File: src/rtl/bldc_commutator.sv
// Six-step BLDC commutation engine: filtered hall decode, dead-time gated bridge drive,
// hall-edge period/stall measurement. Define HALL_SEQ_CHECK_EN for the sector-adjacency check.
module bldc_commutator #(
    parameter int DEADTIME_W  = 11,
    parameter int HALL_FILTER = 4,
    parameter int PERIOD_W    = 24
) (
    input  logic                  CLK,
    input  logic                  reset_n,
    input  logic [2:0]            hall,
    input  logic                  enable,
    input  logic                  dir,
    input  logic                  brake,
    input  logic [DEADTIME_W-1:0] deadtime,
    input  logic                  pwm_in,
    output logic [2:0]            inh,
    output logic [2:0]            inl,
    output logic [2:0]            sector,
    output logic                  hall_fault,
    output logic [PERIOD_W-1:0]   period,
    output logic                  period_valid,
    output logic                  stall,
    output logic                  seq_error
);
    // state | meaning
    // OFF   | all gates off, waiting for enable and a non-zero target
    // DEAD  | all gates off, dead-time countdown before driving
    // DRIVE | gates follow the pattern latched on DEAD exit
    typedef enum logic [1:0] {ST_OFF, ST_DEAD, ST_DRIVE} state_t;

    localparam int FCNT_W = $clog2(HALL_FILTER + 1);
    localparam logic [PERIOD_W-1:0] PMAX = '1;

    state_t                state, state_nx;
    logic [2:0]            sync1, sync2, cand, cand_nx;
    logic [1:0]            primed;
    logic [FCNT_W-1:0]     fcnt, fcnt_nx;
    logic                  accept, sec_change, vv_change, to_valid;
    logic [2:0]            dec_sector;
    logic                  seq_hold;
    logic [5:0]            target, tgt_q, pat, pat_nx;
    logic [DEADTIME_W-1:0] dcnt, dcnt_nx;
    logic [2:0]            gate_h, gate_l;
    logic [PERIOD_W-1:0]   pcnt, pcnt_inc;

    // primed keeps the reset value of the synchroniser out of the filter
    always_comb begin
        cand_nx = cand;
        fcnt_nx = fcnt;
        if (primed[1]) begin
            if (fcnt == '0 || sync2 != cand) begin
                cand_nx = sync2;
                fcnt_nx = FCNT_W'(1);
            end else if (fcnt != FCNT_W'(HALL_FILTER)) begin
                fcnt_nx = fcnt + 1'b1;
            end
        end
    end

    always_comb begin
        case (cand_nx)
            3'b101:  dec_sector = 3'd0;
            3'b100:  dec_sector = 3'd1;
            3'b110:  dec_sector = 3'd2;
            3'b010:  dec_sector = 3'd3;
            3'b011:  dec_sector = 3'd4;
            3'b001:  dec_sector = 3'd5;
            default: dec_sector = 3'd7;
        endcase
    end

    assign accept     = (fcnt_nx == FCNT_W'(HALL_FILTER));
    assign sec_change = accept && (dec_sector != sector);
    assign to_valid   = sec_change && (dec_sector != 3'd7);
    assign vv_change  = to_valid && (sector != 3'd7);

    always_ff @(posedge CLK or negedge reset_n) begin
        if (!reset_n) begin
            sync1      <= '0;
            sync2      <= '0;
            primed     <= '0;
            cand       <= '0;
            fcnt       <= '0;
            sector     <= 3'd7;
            hall_fault <= 1'b0;
        end else begin
            sync1  <= hall;
            sync2  <= sync1;
            primed <= {primed[0], 1'b1};
            cand   <= cand_nx;
            fcnt   <= fcnt_nx;
            if (accept) begin
                sector     <= dec_sector;
                hall_fault <= (dec_sector == 3'd7);
            end
        end
    end

`ifdef HALL_SEQ_CHECK_EN
    function automatic logic [2:0] inc6(input logic [2:0] s);
        return (s == 3'd5) ? 3'd0 : s + 3'd1;
    endfunction

    logic jump;
    assign jump = vv_change && !(dec_sector == inc6(sector) || sector == inc6(dec_sector));

    // seq_hold keeps the bridge off from a jump until the next well-formed change
    always_ff @(posedge CLK or negedge reset_n) begin
        if (!reset_n) begin
            seq_error <= 1'b0;
            seq_hold  <= 1'b0;
        end else begin
            if (jump) begin
                seq_error <= 1'b1;
                seq_hold  <= 1'b1;
            end else if (to_valid) begin
                seq_hold <= 1'b0;
            end
        end
    end
`else
    assign seq_error = 1'b0;
    assign seq_hold  = 1'b0;
`endif

    assign pcnt_inc = (pcnt == PMAX) ? pcnt : pcnt + 1'b1;

    always_ff @(posedge CLK or negedge reset_n) begin
        if (!reset_n) begin
            pcnt         <= '0;
            period       <= '0;
            period_valid <= 1'b0;
            stall        <= 1'b0;
        end else begin
            period_valid <= 1'b0;
            if (vv_change) begin
                period       <= pcnt;
                pcnt         <= PERIOD_W'(1);
                period_valid <= 1'b1;
                stall        <= 1'b0;
            end else if (to_valid) begin
                pcnt  <= PERIOD_W'(1);
                stall <= 1'b0;
            end else begin
                pcnt <= pcnt_inc;
                if (pcnt_inc == PMAX) begin
                    stall  <= 1'b1;
                    period <= PMAX;
                end
            end
        end
    end

    // target = {high side C,B,A, low side C,B,A}
    always_comb begin
        target = '0;
        if (enable && sector != 3'd7) begin
            if (brake) begin
                target = 6'b000_111;
            end else begin
                case ({dir, sector})
                    4'b1_000: target = 6'b100_010;
                    4'b1_001: target = 6'b001_010;
                    4'b1_010: target = 6'b001_100;
                    4'b1_011: target = 6'b010_100;
                    4'b1_100: target = 6'b010_001;
                    4'b1_101: target = 6'b100_001;
                    4'b0_000: target = 6'b010_100;
                    4'b0_001: target = 6'b010_001;
                    4'b0_010: target = 6'b100_001;
                    4'b0_011: target = 6'b100_010;
                    4'b0_100: target = 6'b001_010;
                    4'b0_101: target = 6'b001_100;
                    default:  target = '0;
                endcase
            end
        end
    end

    always_comb begin
        state_nx = state;
        dcnt_nx  = dcnt;
        pat_nx   = pat;
        if (!enable || hall_fault || seq_hold) begin
            state_nx = ST_OFF;
        end else begin
            case (state)
                ST_OFF: begin
                    if (target != '0) begin
                        state_nx = ST_DEAD;
                        dcnt_nx  = deadtime;
                    end
                end
                ST_DEAD: begin
                    if (target != tgt_q) begin
                        dcnt_nx = deadtime;
                    end else if (dcnt == '0) begin
                        state_nx = (target != '0) ? ST_DRIVE : ST_OFF;
                        pat_nx   = target;
                    end else begin
                        dcnt_nx = dcnt - 1'b1;
                    end
                end
                ST_DRIVE: begin
                    if (target != pat) begin
                        state_nx = ST_DEAD;
                        dcnt_nx  = deadtime;
                    end
                end
                default: state_nx = ST_OFF;
            endcase
        end
    end

    always_ff @(posedge CLK or negedge reset_n) begin
        if (!reset_n) begin
            state  <= ST_OFF;
            dcnt   <= '0;
            pat    <= '0;
            tgt_q  <= '0;
            gate_h <= '0;
            gate_l <= '0;
        end else begin
            state <= state_nx;
            dcnt  <= dcnt_nx;
            pat   <= pat_nx;
            tgt_q <= target;
            if (state_nx == ST_DRIVE) begin
                gate_h <= pat_nx[5:3];
                gate_l <= pat_nx[2:0];
            end else begin
                gate_h <= '0;
                gate_l <= '0;
            end
        end
    end

    assign inh = gate_h & {3{pwm_in}};
    assign inl = gate_l;

endmodule

File: config.mk
export PLATFORM = sky130hd
export DESIGN_NAME = bldc_commutator
export DESIGN_NICKNAME = d
export VERILOG_FILES = /design/src/rtl/bldc_commutator.sv
export SDC_FILE = /design/constraint.sdc
export NUM_CORES = 1
export LEC_CHECK = 0
export CORE_UTILIZATION = 62
export DETAILED_ROUTE_END_ITERATION = 8
export PLACE_DENSITY_LB_ADDON = 0.25
export SYNTH_ARGS = -nofsm -noshare
export SYNTH_HDL_FRONTEND = slang
export SYNTH_SLANG_ARGS = --single-unit
File: constraint.sdc
create_clock -name CLK -period 9.28 [get_ports CLK]
set_clock_uncertainty 0.2 [all_clocks]
set_input_delay 0.928 -clock CLK [delete_from_list [all_inputs] [get_ports CLK]]
set_output_delay 0.928 -clock CLK [all_outputs]
set_load 0.05 [all_outputs]
==> metrics.json <==
{
  "rsz0062_at_grt": {"value": "false"},
  "cts_buffers": {"value": 9},
  "share_of_synthesized_registers_carrying_an_async_set_or_reset": {"value": 100.0, "unit": "%"},
  "post_synth_mux_area_share": {"value": 2.622, "unit": "%"},
  "syn_area_per_cell": {"value": 9.190, "unit": "sq um"},
  "synthesis.nets": {"value": 620},
  "fp.dieW": {"value": 95.67, "unit": "um"},
  "route.antenna.remaining_nets": {"value": 0},
  "core_area": {"value": 8341, "unit": "sq um"},
  "sum_neg_setup_slack": {"value": 0, "unit": "ns"},
  "yosys.area.top_type": {"value": "sky130_fd_sc_hd__dfrtp_1"},
  "final_cell_area": {"value": 6193, "unit": "sq um"},
  "fill_cells": {"value": 625},
  "setup_bufs_post_cts": {"value": 0},
  "placement.io_buffers": {"value": 55},
  "synth.top_cell.area_share": {"value": 44.16, "unit": "%"},
  "detailroute.via_count": {"value": 4564},
  "worst_pin_slew": {"value": 1.292, "unit": "ns"},
  "globalRouteTotalUtil": {"value": 27.62, "unit": "%"},
  "nNetsFinal": {"value": 658},
  "final_hold_viols": {"value": 0},
  "yosys.area_share.simple": {"value": 26.98, "unit": "%"},
  "timing.final.ws_setup": {"value": 4.710, "unit": "ns"},
  "dominant_combinational_cell_family_by_area_after_synthesis": {"value": "simple AND/OR/NAND/NOR gates"},
  "max-vdd-ir-drop": {"value": 0.1143, "unit": "mV"},
  "grt_pass1_wl": {"value": 19.62, "unit": "mm"},
  "path_max_fanout": {"value": 17},
  "starting_density_of_the_core": {"value": 65.23, "unit": "%"},
  "synth_cells": {"value": 592},
  "synth_ff_type": {"value": "sky130_fd_sc_hd__dfrtp_1"},
  "detailroute.wirelength.met3": {"value": 614, "unit": "um"},
  "setup.worst_path.start_class": {"value": "input pin"},
  "status": {"value": "finished, final reports clean"},
  "post_layout_nonfiller_instances": {"value": 740},
  "drt-met1-wl": {"value": 5.068, "unit": "mm"},
  "drive_above_1_share": {"value": 8.819, "unit": "%"},
  "yosys.cell_types.count": {"value": 71},
  "flow.area_growth_from_synthesis": {"value": 13.85, "unit": "%"},
  "ys_ff_latch": {"value": 99},
  "clockBufferDepth": {"value": 2},
  "routed.top_layer": {"value": "met4"},
  "critPathKind": {"value": "in -> reg"},
  "synth_warnings": {"value": 0},
  "clock.fmax": {"value": 218.8, "unit": "MHz"},
  "maximum_number_of_pins_on_one_net_before_global_route_repair": {"value": 77},
  "powerDensity": {"value": 211.6, "unit": "nW/um^2"},
  "timing.max_cap.violations": {"value": 0},
  "drc": {"value": 0},
  "tritoncts": {"value": "done"},
  "top_level_ports": {"value": 57},
  "dominant_cells_by_area_after_synthesis": {"value": "sky130_fd_sc_hd__dfrtp_1 44%, sky130_fd_sc_hd__nand2_1 5.6%, sky130_fd_sc_hd__nand3_2 4.0%"},
  "synth_compound_area_share": {"value": 14.42, "unit": "%"},
  "data_arrival_time_at_the_worst_slack_endpoint": {"value": 4.63, "unit": "ns"},
  "cts-hold-fix-buffers": {"value": 0},
  "cts.repair.resized": {"value": 0},
  "totalWireLength": {"value": 11.99, "unit": "mm"},
  "slew_violations": {"value": 0},
  "leakage": {"value": 2.849, "unit": "nW"},
  "grt_antenna_before_repair": {"value": 0},
  "drt_pre_antenna_iters": {"value": 6},
  "full_die_area": {"value": 9153, "unit": "sq um"},
  "worst_setup_path_end_kind": {"value": "flip-flop"},
  "setup_violations": {"value": 0},
  "arithmetic_cell_share_of_the_synthesized_area_counting_full_adders_half_adders_and_majority_gates": {"value": 1.840, "unit": "%"},
  "globalRoute.totalOverflow": {"value": 0},
  "max-slew-margin-rel": {"value": 13.89, "unit": "%"},
  "clk_pin_slew_worst_paths": {"value": 0.10, "unit": "ns"},
  "dp_slack": {"value": 4.412, "unit": "ns"},
  "power": {"value": 1.311, "unit": "mW"},
  "number_of_sinks_driven_by_the_clock_tree": {"value": 99},
  "area_of_the_mapped_netlist": {"value": 5440, "unit": "sq um"},
  "cts_root_buf": {"value": "sky130_fd_sc_hd__clkbuf_8"},
  "synth.yosys.seq_area_share": {"value": 45.61, "unit": "%"},
  "die-height": {"value": 95.67, "unit": "um"},
  "detail_route.iter0.violations": {"value": 293},
  "synthXorXnorAreaFrac": {"value": 3.703, "unit": "%"},
  "reg2reg_slack": {"value": 4.91, "unit": "ns"},
  "skew_pair_late_insertion_delay": {"value": 0.36, "unit": "ns"},
  "viasPerCell": {"value": 6.168},
  "netlist_top_cells_count": {"value": "96 x sky130_fd_sc_hd__dfrtp_1, 81 x sky130_fd_sc_hd__nand2_1, 49 x sky130_fd_sc_hd__nor2_1"},
  "rows": {"value": 33},
  "grt_pass1_vias": {"value": 4212},
  "routed-wl-met2": {"value": 6.067, "unit": "mm"},
  "cp_data_required_time": {"value": 9.34, "unit": "ns"},
  "worstHoldPathType": {"value": "reg -> reg"},
  "detailedPlacementHpwl": {"value": 8.462, "unit": "mm"},
  "post-route-period-util": {"value": 49.24, "unit": "%"},
  "dp_cell_count": {"value": 724},
  "layout_min_cycle_time": {"value": 4.570, "unit": "ns"},
  "detailed_place.area": {"value": 6001, "unit": "sq um"},
  "post-synth-top-count-cell": {"value": "sky130_fd_sc_hd__dfrtp_1"},
  "htreeDepth": {"value": 3},
  "routed_wire_length_per_instance": {"value": 16.20, "unit": "um"},
  "post_synth_edffs": {"value": 0},
  "place_congestion": {"value": 0.9906},
  "n_antenna_cell": {"value": 0}
}
-- layout make-up --
type                    instances  area, sq um  share of cell area (%)
flip-flops and latches         99         2481                   40.06
inverters                      29        108.9                   1.758
clock buffers                   9        123.9                   2.000
clock inverters                 7        68.82                   1.111
repair buffers                 58        570.5                   9.212
well taps                     105        131.4                   2.121
multi-input cells             433         2709                   43.74
-- routing by layer --
layer | track usage, % | up-vias
met3 | 4.625 | 20
met2 | 46.96 | 150
met4 | 8.333 | 0
met5 | 0 | -
li1 | - | 2174
met1 | 36.23 | 2220
-- power breakdown --
group / internal (mW) / switching, mW / leakage (nW)
Combinational: 0.175 / 0.271 / 1.46
Clock: 0.104 / 0.163 / 0.0911
Sequential: 0.505 / 0.0924 / 1.29
-- layout by cell type (no fill, tap or decap), drive strengths merged, types with 7 or more instances in the layout --
master,synthesis,layout
a211oi,8,8
a21oi,30,30
and2,7,7
and3,9,9
clkbuf,22,9
clkdlybuf4s50,0,54
dfrtp,96,96
ha,8,8
inv,29,32
mux2i,12,12
nand2,81,81
nand2b,10,10
nand3,44,44
nand4,7,7
nor2,49,49
nor3,23,23
o21ai,21,21
o22ai,7,7
xnor2,11,11
xor2,12,12
-- metrics by stage --
step | util, % | hold slack (ns)
2_1_floorplan | - | 0.1312
6_report | 74.26 | 0.1631
3_5_place_dp | 71.95 | 0.1451
5_1_grt | 74.26 | 0.1781
4_1_cts | 74.26 | 0.1699
3_3_place_gp | 71.95 | 0.1330
-- sequential cells by signal, indices dropped and copies added, names as in the netlist, 6 cells and up --
signal,flops
period,24
pcnt,24
tgt_q,6
dcnt,11
pat,6
-- cells by family after synthesis --
logic type                 Yosys count
and+or+nand+nor                    272
muxes                               13
adders and majority gates            8
buffers and inverters               60
xor gates and xnor gates            23
other                                2
DFF                                 99
AOI/OAI and AO/OA                  115
-- path summary, 6_finish.rpt --
check / cells after the start / start / endpoint
max: 9 / dir / dcnt[0]
min: 0 / primed[0] / primed[1]
max reg2reg: 10 / sector[1] / dcnt[0]
min reg2reg: 0 / primed[0] / primed[1]
max in group asynchronous: 2 / reset_n / pcnt[12]
min in group asynchronous: 1 / reset_n / fcnt[1]
-- critical path, cell delays in order --
cell                              delay [ns]
sky130_fd_sc_hd__clkdlybuf4s50_1        0.67
sky130_fd_sc_hd__or3b_2                 0.58
sky130_fd_sc_hd__a211oi_2               0.46
sky130_fd_sc_hd__xnor2_1                0.18
sky130_fd_sc_hd__and4_1                 0.23
sky130_fd_sc_hd__a41oi_1                0.17
sky130_fd_sc_hd__a22oi_1                1.04
sky130_fd_sc_hd__o21ai_0                0.24
sky130_fd_sc_hd__o31ai_1                0.13
No activity file was read; power rests on OpenSTA's default activity.
